===== src/rtl/drac_if_stage.sv =====
// drac_if_stage: instruction-fetch stage of the DRAC in-order pipeline.
// Owns the fetch PC, issues one I-cache request per cycle and forwards the
// response to decode with any fetch exception attached.
// Optional feature: define IF_BRANCH_PRED_EN to build the 16-entry
// direct-mapped branch predictor; otherwise fall-through is always pc+4.

package drac_pkg;
   typedef logic [39:0] addr_t;
   typedef logic [39:0] addrPC_t;

   typedef enum logic [1:0] {
      NEXT_PC_SEL_KEEP_PC    = 2'd0,
      NEXT_PC_SEL_JUMP       = 2'd1,
      NEXT_PC_SEL_BP_OR_PC_4 = 2'd2
   } next_pc_sel_t;

   typedef struct packed {
      next_pc_sel_t next_pc;
   } cu_if_t;

   typedef struct packed {
      logic        valid;
      logic [31:0] data;
      logic        instr_access_fault;
      logic        instr_page_fault;
   } resp_icache_cpu_t;

   typedef struct packed {
      addrPC_t pc_execution;
      addrPC_t branch_addr_result;
      logic    branch_taken;
      logic    is_branch_exe;
   } exe_if_branch_pred_t;

   typedef struct packed {
      logic  valid;
      addr_t vaddr;
      logic  invalidate_icache;
      logic  invalidate_buffer;
   } req_cpu_icache_t;

   typedef struct packed {
      logic    decision;
      addrPC_t pred_addr;
   } bpred_t;

   typedef struct packed {
      logic        valid;
      logic [63:0] cause;
      logic [63:0] origin;
   } exception_t;

   typedef struct packed {
      addrPC_t     pc_inst;
      logic [31:0] inst;
      logic        valid;
      bpred_t      bpred;
      exception_t  ex;
   } if_id_stage_t;
endpackage

module drac_if_stage
   import drac_pkg::*;
(
   input  logic                clk_i,
   input  logic                rstn_i,
   input  addr_t               reset_addr_i,
   input  logic                stall_i,
   input  cu_if_t              cu_if_i,
   input  logic                invalidate_icache_i,
   input  logic                invalidate_buffer_i,
   input  addrPC_t             pc_jump_i,
   input  resp_icache_cpu_t    resp_icache_cpu_i,
   input  exe_if_branch_pred_t exe_if_branch_pred_i,
   input  logic                retry_fetch_i,
   output req_cpu_icache_t     req_cpu_icache_o,
   output if_id_stage_t        fetch_o
);

   addrPC_t pc;
   addrPC_t pc_next;
   logic    misaligned;
   logic    pred_taken;
   addrPC_t pred_target;

`ifdef IF_BRANCH_PRED_EN
   logic [15:0] bp_valid;
   logic [33:0] bp_tag    [16];
   addrPC_t     bp_target [16];
   logic [1:0]  bp_cnt    [16];
   logic [3:0]  upd_idx;
   logic [3:0]  look_idx;
   logic        look_hit;
   logic [1:0]  unused_exe_low;

   assign upd_idx        = exe_if_branch_pred_i.pc_execution[5:2];
   assign look_idx       = pc[5:2];
   assign unused_exe_low = exe_if_branch_pred_i.pc_execution[1:0];

   // Predictor tables: written by execute's branch resolution, counters saturate.
   always_ff @(posedge clk_i) begin
      if (!rstn_i) begin
         bp_valid <= '0;
         for (int unsigned i = 0; i < 16; i++) begin
            bp_cnt[i] <= 2'b01;
         end
      end else if (exe_if_branch_pred_i.is_branch_exe) begin
         bp_valid[upd_idx]  <= 1'b1;
         bp_tag[upd_idx]    <= exe_if_branch_pred_i.pc_execution[39:6];
         bp_target[upd_idx] <= exe_if_branch_pred_i.branch_addr_result;
         if (exe_if_branch_pred_i.branch_taken) begin
            if (bp_cnt[upd_idx] != 2'b11) bp_cnt[upd_idx] <= bp_cnt[upd_idx] + 2'd1;
         end else begin
            if (bp_cnt[upd_idx] != 2'b00) bp_cnt[upd_idx] <= bp_cnt[upd_idx] - 2'd1;
         end
      end
   end

   // Lookup reads the registered tables, so a same-cycle update is not visible.
   always_comb begin
      look_hit    = bp_valid[look_idx] && (bp_tag[look_idx] == pc[39:6]);
      pred_taken  = look_hit && bp_cnt[look_idx][1];
      pred_target = pred_taken ? bp_target[look_idx] : '0;
   end
`else
   logic unused_exe;
   assign unused_exe  = ^exe_if_branch_pred_i;
   assign pred_taken  = 1'b0;
   assign pred_target = '0;
`endif

   assign misaligned = (pc[1:0] != 2'b00);

   // Next-PC selection: jump beats stall/retry/keep, which beat fall-through.
   always_comb begin
      pc_next = pc;
      if (cu_if_i.next_pc == NEXT_PC_SEL_JUMP) begin
         pc_next = pc_jump_i;
      end else if (stall_i || retry_fetch_i || cu_if_i.next_pc == NEXT_PC_SEL_KEEP_PC) begin
         pc_next = pc;
      end else if (pred_taken) begin
         pc_next = pred_target;
      end else begin
         pc_next = pc + 40'd4;
      end
   end

   // Fetch PC register; reset loads the boot address and drops any redirect.
   always_ff @(posedge clk_i) begin
      if (!rstn_i) pc <= reset_addr_i;
      else         pc <= pc_next;
   end

   // I-cache request and decode packet, both combinational from the current PC.
   always_comb begin
      req_cpu_icache_o.valid             = rstn_i && !misaligned;
      req_cpu_icache_o.vaddr             = pc;
      req_cpu_icache_o.invalidate_icache = invalidate_icache_i;
      req_cpu_icache_o.invalidate_buffer = invalidate_buffer_i;

      fetch_o                    = '0;
      fetch_o.pc_inst            = pc;
      fetch_o.inst               = misaligned ? 32'd0 : resp_icache_cpu_i.data;
      fetch_o.valid              = rstn_i && !stall_i && (resp_icache_cpu_i.valid || misaligned);
      fetch_o.bpred.decision     = pred_taken;
      fetch_o.bpred.pred_addr    = pred_target;

      if (rstn_i) begin
         if (misaligned) begin
            fetch_o.ex.valid  = 1'b1;
            fetch_o.ex.cause  = 64'h00;
            fetch_o.ex.origin = {24'd0, pc};
         end else if (resp_icache_cpu_i.instr_access_fault) begin
            fetch_o.ex.valid  = 1'b1;
            fetch_o.ex.cause  = 64'h01;
            fetch_o.ex.origin = {24'd0, pc};
         end else if (resp_icache_cpu_i.instr_page_fault) begin
            fetch_o.ex.valid  = 1'b1;
            fetch_o.ex.cause  = 64'h0C;
            fetch_o.ex.origin = {24'd0, pc};
         end
      end
   end

endmodule


===== config.mk =====
export PLATFORM = sky130hd
export DESIGN_NAME = drac_if_stage
export DESIGN_NICKNAME = d
export VERILOG_FILES = /design/src/rtl/drac_if_stage.sv
export SDC_FILE = /design/constraint.sdc
export NUM_CORES = 1
export LEC_CHECK = 0
export BUFFER_PORTS_ARGS = -buffer_cell sky130_fd_sc_hd__buf_4
export CAP_MARGIN = 20
export CORE_AREA = 2 2 193 195
export CTS_BUF_LIST = sky130_fd_sc_hd__clkbuf_8
export DETAILED_ROUTE_END_ITERATION = 6
export DIE_AREA = 0 0 195 197
export GPL_TIMING_DRIVEN = 0
export SLEW_MARGIN = 40
export SYNTH_ARGS = -nofsm -noshare
export SYNTH_HDL_FRONTEND = slang
export SYNTH_SLANG_ARGS = --single-unit

===== constraint.sdc =====
create_clock -name clk_i -period 6.2 [get_ports clk_i]
set_input_delay 1.24 -clock clk_i [delete_from_list [all_inputs] [get_ports clk_i]]
set_output_delay 1.24 -clock clk_i [all_outputs]
set_load 0.02 [all_outputs]

* After elaboration in Yosys (flattened, before gate mapping)
Cells that the tools add are included.
** Operators by class
- Add/sub/neg operators :: 1
- Equality and inequality tests :: 2
- Mux-type cells :: 8
- Reductions and logical operators :: 10
** Operators by type and width (count)
- 129-bit two-way mux :: 4
- 40-bit two-way mux :: 3
- 40-bit by 3-bit adder with 40-bit output (second input constant) :: 1
- 32-bit two-way mux :: 1
- 1-bit logical AND :: 3
- 1-bit logical OR :: 3
- 3-bit != test (second input constant) :: 1
- 2-bit by 1-bit == test with 1-bit output (second input constant) :: 1
- 1-bit zero test :: 2
- 2-bit zero test :: 1
- 2-bit nonzero test :: 1
** Word-level totals
- Bits in registers :: 40
- Word-level logic and storage cells :: 22

* Longest topological paths before layout
- Depth in word-level cells :: 5
- Depth in mapped cells :: 6

* Least setup slack after synthesis
OpenSTA, ideal clock, no wires.
- Path kind :: input to output
- Start point :: input port rstn_i
- End point :: output port fetch_o[0] (netlist bit)
- Arrival :: 2.318 ns
- Data required time :: 4.960 ns
- Setup slack :: 2.642 ns
- Stages :: 4
- Path buffers :: 3
- Cells stage by stage :: clkbuf_1 buf_1 clkbuf_1 and2_1
** RTL lines
- start: declaration :: RTL line 66 : input logic rstn_i,
- end: declaration :: RTL line 77 : output if_id_stage_t fetch_o

==> out/metrics.csv <==
metric,value,unit
outcome,finished clean,
cts.sinks,40,
hp-start,pc[39],
crit_type,input port to output port,
detail_route.wl_per_cell,15.54,um
grt_max_degree,35,
worst_path_max_delay_cell,buf_1,
worstPathArrival,3.23,ns
route.detailed.drc,0,
clkTransAtPathRegs,0.09,ns
crit_start,rstn_i,
ir_drop,68.04,uV
grt_antenna_before_repair,6,
clock_skew,0.02026,ns
start_util,12.85,%
overflow,0,
crit_family,buffers and inverters,
yosys_warnings,0,
clkLatencyLatePin,0.34,ns
drive_above_1_share,49.19,%
synth_enable_flop_cells,40,
hold_buffers,0,
synth_seq_cells,40,
path_buf_inv,5,
critical_path.cell_chain,"buf_4, clkbuf_1, buf_1, clkbuf_1, and2_1, buf_4",
routed_wl,22600,um
vias,5057,
gp_congestion,0.7491,
worst_hold_slack,0.7727,ns
min_period,4.471,ns
ios,491,
dp_hpwl,19040,um
fin_crit_sh,72.12,%
grt_pass1_vias,4802,
synthCells,570,
slowest_delay,0.60,ns
start_kind,input port,
async_reset_ff_share,0,%
yosysSeqAreaShare,25.79,%
synth.distinct_cells,42,
reg_top3,pc: 40 flops,
power_leakage,3.997,nW
vias_per_cell,3.476,
h-tree-depth,2,
hp-class,flop to flop,
post_dp_cell_area,7844,um2
cts_buffers,5,
synthTopCellsByArea,"buf_4 (27%), edfxtp_1 (26%), and2_1 (9.8%), nand3_1 (4.8%), xor2_1 (3.8%)",
relSlewSlack,46.24,%
die_h,197,um
final_area,7966,um2
port_buffers,280,
utilization,21.97,%
cp_data_required_time,4.96,ns
die_area,38420,um2
stdcell_count,1455,
final-setup-viol-count,0,
regMostFlops,pc,
dpl_worst_slack,1.687,ns
maxCapViolCount,0,
fp-row-count,70,
critPathMaxFanout,10,
layout_setup_ws,1.729,ns
largest_register_ffs,40,
core,36260,um2
ys.flop_type,edfxtp_1,
tns,0,ns
synth.largest_area_cell,buf_4,
slew_violations,0,
cts_setup_buffers,0,
worst_pin_slew,0.8064,ns
powerDensity,169.0,nW/um2
grt_pass1_wl,31280,um
die_x,195,um
cp-end-kind,output port,
syn_area_per_cell,8.172,um2
ant_nets,0,
cts_resized,0,
rsz0062_at_grt,no,
max_freq,0.2237,GHz
report.final.hold_viol_count,0,
area_growth,71.02,%
cts_tree,built,
power,1.346,mW
dpl.cell_count,1444,
clockRootBuffer,clkbuf_8,
rrSetupSlack,3.72,ns
dr.pass1.iters,4,
synthesis.area,4658,um2
ctsLongestPathBuffers,2,
track_usage,11.12,%
regToRegStartpoint,pc[4],
drt-initial-drc-count,170,
synth_top_area_share,27.24,%
nets,1189,
-- metal layers --
metal / up-vias / track usage, % / wire length [um]
met4: 4 / 2.488 / 259
met3: 17 / 4.569 / 2420
li1: 2465 / - / -
met2: 263 / 20.00 / 11470
met5: - / 0 / 23
met1: 2308 / 12.21 / 8429
-- power breakdown --
part / switching [mW] / total, mW / internal [mW]
clock network: 0.126 / 0.248 / 0.122
logic: 0.370 / 0.695 / 0.324
registers: 0.0646 / 0.404 / 0.339
total: 0.561 / 1.35 / 0.786
-- cell type report --
cell class | count | area [um2]
well taps | 468 | 585.6
plain buffers | 195 | 1370
inverters | 29 | 108.9
repair buffers | 281 | 2122
clock inverters | 3 | 46.29
multi-input cells | 431 | 2456
clock buffers | 5 | 68.82
fillers | 4051 | 28290
flip-flops and latches | 40 | 1201
diodes | 3 | 7.507
-- kinds of logic (layout without fill, tap and decap cells) --
group / count (synthesis) / in the layout / share of synthesized area, %
buffers and inverters: 224 / 513 / 31.72
AOI/OAI and AO/OA: 56 / 56 / 8.595
xor gates and xnor gates: 30 / 30 / 5.641
DFF: 40 / 40 / 25.79
adders and majority gates: 1 / 1 / 0.2686
muxes: 9 / 9 / 2.095
and+or+nand+nor: 209 / 209 / 25.81
other: 1 / 129 / 0.08050
-- cells in the final DEF (no fill, tap or decap), drive strengths merged, types with 20 or more instances in the layout --
cell    netlist  final
and2         73     73
buf         173    454
clkbuf       22     27
conb          1    126
edfxtp       40     40
inv          29     30
nand2        26     26
nand3        47     47
o21ai        20     20
xor2         20     20
-- Yosys cell counts, types with 2 or more instances --
cell type	n
and3_1	7
a21oi_1	4
or4_4	2
nand3_2	2
buf_2	2
nor3_2	3
nand2b_1	3
nand3_1	45
nand4b_1	2
o21ai_0	20
a31oi_1	2
clkbuf_1	22
mux2_2	6
edfxtp_1	40
o22ai_1	6
xnor2_1	10
nor3_1	6
nor4_1	3
buf_4	169
nand2_1	26
buf_1	2
xor2_1	20
inv_1	29
nor2_1	19
mux2i_1	3
nor4_2	2
o221ai_1	16
nand4_1	10
a31o_2	2
and2_1	73
o221ai_2	3
-- final timing paths --
path                 to  depth (start not counted)
max          fetch_o[0]                          6
min              pc[39]                          2
max reg2reg      pc[35]                          5
min reg2reg      pc[39]                          2
-- worst register-to-register path, delay by kind of cell (launching register included) --
family	cells	cell delay, ns
AOI/OAI and AO/OA	1	0.12
xor gates and xnor gates	1	0.21
DFF	1	0.53
and+or+nand+nor	3	1.35
Note: power is estimated with default switching activity, not from simulation.
